[src/rtl/dmem_bist.sv]
// March-test BIST initiator for the data memory: six fixed march elements,
// stops at the first miscompare and latches address, read data and element.
module dmem_bist #(
  parameter int                ADDR_W  = 12,
  parameter int                DATA_W  = 32,
  parameter int                DEPTH   = 4096,
  parameter logic [DATA_W-1:0] PATTERN = 32'hA5A5_A5A5
) (
  input  logic              clock,
  input  logic              reset_n,
  input  logic              start,
  output logic              busy,
  output logic              done,
  output logic              pass,
  output logic [ADDR_W-1:0] fail_addr,
  output logic [DATA_W-1:0] fail_data,
  output logic [2:0]        fail_elem,
  output logic              mem_we,
  output logic [ADDR_W-1:0] mem_addr,
  output logic [DATA_W-1:0] mem_wd,
  input  logic [DATA_W-1:0] mem_rd
);

  localparam logic [ADDR_W-1:0] LAST = ADDR_W'(DEPTH - 1);

  typedef enum logic [2:0] {IDLE, M0, M1, M2, M3, M4, M5} state_t;

  state_t              state, state_nx;
  logic [ADDR_W-1:0]   a, a_nx;
  logic                done_nx, pass_nx;
  logic [ADDR_W-1:0]   fail_addr_nx;
  logic [DATA_W-1:0]   fail_data_nx;
  logic [2:0]          fail_elem_nx;

  logic                is_up, rd_en, wr_en, last, miscompare;
  logic [DATA_W-1:0]   wr_val, exp_val, a_pat;
  logic [2:0]          elem;

  assign a_pat = DATA_W'(a) ^ PATTERN;

  // Per-element decode: direction, read expectation, write data.
  always_comb begin
    is_up   = 1'b1;
    rd_en   = 1'b0;
    wr_en   = 1'b0;
    wr_val  = '0;
    exp_val = '0;
    elem    = 3'd0;
    unique case (state)
      M0: begin
        wr_en = 1'b1;
        elem  = 3'd0;
      end
      M1: begin
        rd_en  = 1'b1;
        wr_en  = 1'b1;
        wr_val = '1;
        elem   = 3'd1;
      end
      M2: begin
        is_up   = 1'b0;
        rd_en   = 1'b1;
        exp_val = '1;
        wr_en   = 1'b1;
        elem    = 3'd2;
      end
      M3: begin
        is_up = 1'b0;
        rd_en = 1'b1;
        elem  = 3'd3;
      end
      M4: begin
        wr_en  = 1'b1;
        wr_val = a_pat;
        elem   = 3'd4;
      end
      M5: begin
        rd_en   = 1'b1;
        exp_val = a_pat;
        elem    = 3'd5;
      end
      default: ;
    endcase
  end

  assign last       = is_up ? (a == LAST) : (a == '0);
  assign miscompare = rd_en && (mem_rd != exp_val);

  assign busy     = (state != IDLE);
  assign mem_we   = wr_en;
  assign mem_addr = busy ? a : '0;
  assign mem_wd   = wr_en ? wr_val : '0;

  always_comb begin
    state_nx     = state;
    a_nx         = a;
    done_nx      = done;
    pass_nx      = pass;
    fail_addr_nx = fail_addr;
    fail_data_nx = fail_data;
    fail_elem_nx = fail_elem;
    if (state == IDLE) begin
      if (start) begin
        state_nx     = M0;
        a_nx         = '0;
        done_nx      = 1'b0;
        pass_nx      = 1'b0;
        fail_addr_nx = '0;
        fail_data_nx = '0;
        fail_elem_nx = '0;
      end
    end else if (miscompare) begin
      // A read+write element still writes on this edge; only the walk stops.
      fail_addr_nx = a;
      fail_data_nx = mem_rd;
      fail_elem_nx = elem;
      pass_nx      = 1'b0;
      done_nx      = 1'b1;
      state_nx     = IDLE;
      a_nx         = '0;
    end else if (last) begin
      unique case (state)
        M0: begin state_nx = M1; a_nx = '0;   end
        M1: begin state_nx = M2; a_nx = LAST; end
        M2: begin state_nx = M3; a_nx = LAST; end
        M3: begin state_nx = M4; a_nx = '0;   end
        M4: begin state_nx = M5; a_nx = '0;   end
        M5: begin
          state_nx = IDLE;
          a_nx     = '0;
          done_nx  = 1'b1;
          pass_nx  = 1'b1;
        end
        default: ;
      endcase
    end else begin
      a_nx = is_up ? a + 1'b1 : a - 1'b1;
    end
  end

  always_ff @(posedge clock or negedge reset_n) begin
    if (!reset_n) begin
      state     <= IDLE;
      a         <= '0;
      done      <= 1'b0;
      pass      <= 1'b0;
      fail_addr <= '0;
      fail_data <= '0;
      fail_elem <= '0;
    end else begin
      state     <= state_nx;
      a         <= a_nx;
      done      <= done_nx;
      pass      <= pass_nx;
      fail_addr <= fail_addr_nx;
      fail_data <= fail_data_nx;
      fail_elem <= fail_elem_nx;
    end
  end

endmodule

[config.mk]
export PLATFORM = sky130hd
export DESIGN_NAME = dmem_bist
export DESIGN_NICKNAME = d
export VERILOG_FILES = /design/src/rtl/dmem_bist.sv
export SDC_FILE = /design/constraint.sdc
export NUM_CORES = 1
export LEC_CHECK = 0
export ABC_AREA = 0
export CORE_UTILIZATION = 50
export DETAILED_ROUTE_END_ITERATION = 16
export PLACE_DENSITY = 0.87
export SYNTH_ARGS = -nofsm -noshare
export SYNTH_HDL_FRONTEND = slang
export SYNTH_SLANG_ARGS = --single-unit
export TNS_END_PERCENT = 20
[constraint.sdc]
create_clock -name clock -period 5.19 [get_ports clock]
set_input_delay 1.038 -clock clock [delete_from_list [all_inputs] [get_ports clock]]
set_output_delay 1.038 -clock clock [all_outputs]
set_load 0.01 [all_outputs]
==> summary.txt <==
Timing
  • Relative slew slack: 0.185
  • Fin worst setup slack: 0.747 ns
  • Worst clock skew: 0.0115 ns
  • Final worst path period need: around 4.4 ns
  • Slew Viols, Final: 0
  • RSZ-0062 raised after global routing: false
  • Final-report hold violation count: 0
  • Final setup vio count: 0
  • Fmax achieved: 0.225 GHz
  • Period utilisation layout: 0.856
  • Setup_tns: 0 ns
  • Worst slew pin tran: 1.22 ns

GRT
  • Met1 Resource Use GR: 0.380
  • Global-route wire length before repair: about 19,000 microns
  • Met2 track demand over resource: 0.443
  • Vias in the first global route: roughly 3,600
  • Initial antenna violation count: 0
  • Largest net degree at the start of global routing: between 60 and 70
  • Overflow after GRT: 0
  • Layer with the highest usage: met2
  • Met3 usage: 0.0592
  • All-Layer GR Usage: 0.286

Worst setup path
  • Worst Reg-to-Reg Cells: 13
  • CP Launch Type: flop
  • Worst path top cell family by delay: buffers and inverters
  • CP Class: flop to primary output
  • Crit path capture: mem_wd[15]
  • Crit-path slowest cell: nor2_1
  • Launch point of the worst path: state[0]$_DFFE_PN0P_
  • CP max stage delay: 0.72 ns
  • Buf+Inv Stages, Crit Path: 4
  • CP required: 4.15 ns
  • Kind of end point of the critical path: primary output
  • Maximum fanout along the worst path: 18
  • Setup slack, reg-to-reg: 1.16 ns
  • Reg2Reg Launch Point: state[2]$_DFFE_PN0P_
  • WP data arrival: between 3 and 4 ns
  • Crit path cell chain: buf_4, nor2_1, nand2_1, inv_1, nor2_1, inv_1, clkdlybuf4s50_1
  • R2R Path End: a[11]$_DFFE_PN0P_
  • Critical path depth: 7

Floorplan
  • Initial core utilization: 0.527
  • Die footprint: 0.00812 sq mm
  • Core ar.: 0.00737 sq mm
  • DIE HEIGHT: 90.1 microns
  • Width of the die: 90.1 microns
  • Top Ports: 130
  • Row count: 31

Synth
  • Yosys reg bits: 64
  • Post-synth EDFFs: 0
  • Async S/R FF share, synth: 1.00
  • Syn Nets: 453
  • Count of different cell masters after synthesis: 57
  • Mapped cell area: 0.00388 sq mm
  • Ys flop type: dfrtp_1
  • Ys Warns: 0
  • Synthesized area per cell: 9.54 sq um
  • Post-synthesis cell count: 407
  • Sequential area share after synthesis: 0.413

CTS
  • Max clock buf depth: 2
  • CTS Root Cell: clkbuf_8
  • CTS Buf Count: 9
  • Sink Count: 64
  • Worst-path clk slew: 0.07 ns
  • Post-CTS setup buffer count: 0
  • H-tree levels: 3
  • CTS tree: done
  • PostCTS Resize Cnt: 0
  • Hold_buf cts: 0
  • Clk_lat worst skew: approximately 0.35 ns

Power and ir drop
  • Logic pwr share: 0.255
  • Total Power: around 0.0013 W
  • Switch Pwr: roughly 0.00043 W
  • Leakage: about 2.3 nW
  • Internal power: around 0.00090 W
  • Flop pwr share: 0.462
  • Pwr/cell area: 253 mW/mm^2
  • Maximum VDD drop: 148 uV
  • Sw Ratio: 0.326
  • Clock share of power: 0.283

Detailed routing
  • Antenna Nets Post-Route: 0
  • First DRT Iteration DRCs: 287
  • Avg WL per Cell: 18.2 microns
  • Routed WL: 11,200 microns
  • Residual DRC count: 0
  • Drt pass-1 iters: 5
  • Vias per cell: 6.06
  • Routed vias: 3,709

Layout
  • Area Overhead vs Synth: 35.4%
  • Nets: 554
  • Diodes inserted: 0
  • Share of cells above drive strength 1: 0.0546

Worst hold path
  • Worst Hold Class: flop to flop
  • Worst hold start: fail_elem[2]$_DFFE_PN0P_

Place
  • # port buffers: 129
  • Routability cong.: 0.939
  • Post-Place Worst Slack: 0.920 ns
  • Detailed placer's ending HPWL: 7830 microns

Job
  • Max-Cap Viols: 0

Outcome
  • Status: finished clean
==> flip-flops by register name (all words and copies together) (netlist names) <==
signal,flops
done,1
a,12
pass,1
fail_data,32
fail_addr,12
fail_elem,3
state,3
==> metal layers <==
metal | vias up | part of all wire
met3 | 39 | 0.074
met5 | - | 0
met1 | 1776 | 0.43
li1 | 1712 | -
met4 | 0 | 0.034
met2 | 182 | 0.46
==> how the worst min path moves through the flow <==
stage / end / slack (ns) / cells past startpoint
after floorplan: fail_addr[10]$_DFFE_PN0P_ / 0.53 / 1
after global placement: fail_elem[2]$_DFFE_PN0P_ / 0.48 / 1
after detailed placement: fail_elem[2]$_DFFE_PN0P_ / 0.48 / 1
after CTS: fail_elem[2]$_DFFE_PN0P_ / 0.49 / 1
after global routing: fail_elem[2]$_DFFE_PN0P_ / 0.51 / 1
final: fail_elem[2]$_DFFE_PN0P_ / 0.49 / 1
==> power groups by stage <==
stage	Sequential (W)	Clock, W	Combinational (W)
2_1_floorplan	0.000570	0	0.000221
3_3_place_gp	0.000618	0	0.000325
3_5_place_dp	0.000619	0	0.000335
4_1_cts	0.000609	0.000387	0.000339
5_1_grt	0.000619	0.000402	0.000375
6_report	0.000614	0.000376	0.000339
==> cells in the final DEF, fill, tap and decap left out, drive strengths merged, types with 3 or more instances in the layout <==
cell / instances
and3b: 3
a22o: 54
and2: 10
dfrtp: 64
a31oi: 11
o21ai: 16
nor4: 6
nor2b: 4
a21boi: 3
ha: 10
nand4: 8
nand2: 28
nor3: 11
nand3: 5
a21oi: 19
clkdlybuf4s50: 128
or4: 3
nand3b: 5
inv: 15
buf: 9
clkbuf: 13
xnor2: 8
a21o: 3
o41a: 3
xor2: 6
nor2: 30
==> layout make-up <==
| cell class | count | area, sq um |
|---|---|---|
| fillers | 550 | 2110 |
| clock inverters | 3 | 17.5 |
| clock buffers | 13 | 149 |
| multi-input cells | 281 | 1950 |
| flip-flops and latches | 64 | 1600 |
| well taps | 99 | 124 |
| inverters | 15 | 56.3 |
| repair buffers | 137 | 1360 |
==> synthesized netlist by cell type, types with 11 or more instances <==
library cell   n  area [sq um]
a21oi_1       18          90.1
inv_1         15          56.3
nor2_1        30           113
dfrtp_1       64          1600
o21ai_0       15          75.1
buf_4         20           150
a31oi_1       11          68.8
nand2_1       28           105
a22o_1        54           473
==> worst register-to-register path, delay by kind of cell, from the launching register on <==
kind / cells / cell delay, ns
AO/OA/AOI/OAI: 6 / 1.83
AND/OR/NAND/NOR: 5 / 1.21
adder cells (fa/ha/maj): 1 / 0.36
flip-flops: 1 / 0.33
buffers and inverters: 1 / 0.24
==> logic make-up after synthesis <==
| logic type | synth area share |
|---|---|
| multiplexers | 0.00580 |
| AND/OR/NAND/NOR | 0.167 |
| XOR/XNOR | 0.0316 |
| adder cells (fa/ha/maj) | 0.0374 |
| AO/OA/AOI/OAI | 0.256 |
| buffers and inverters | 0.0899 |
| flip-flops | 0.413 |
==> stage by stage <==
stage | area (sq um) | hold WS, ns | std cells | utilization
5_1_grt | 5260 | 0.509 | 612 | 0.713
3_3_place_gp | 5090 | 0.477 | 596 | 0.691
4_1_cts | 5260 | 0.495 | 612 | 0.713
3_5_place_dp | 5090 | 0.479 | 596 | 0.691
2_1_floorplan | 3880 | 0.533 | 407 | -
6_report | 5260 | 0.493 | 612 | 0.713
No activity file was read; power rests on OpenSTA's default activity.
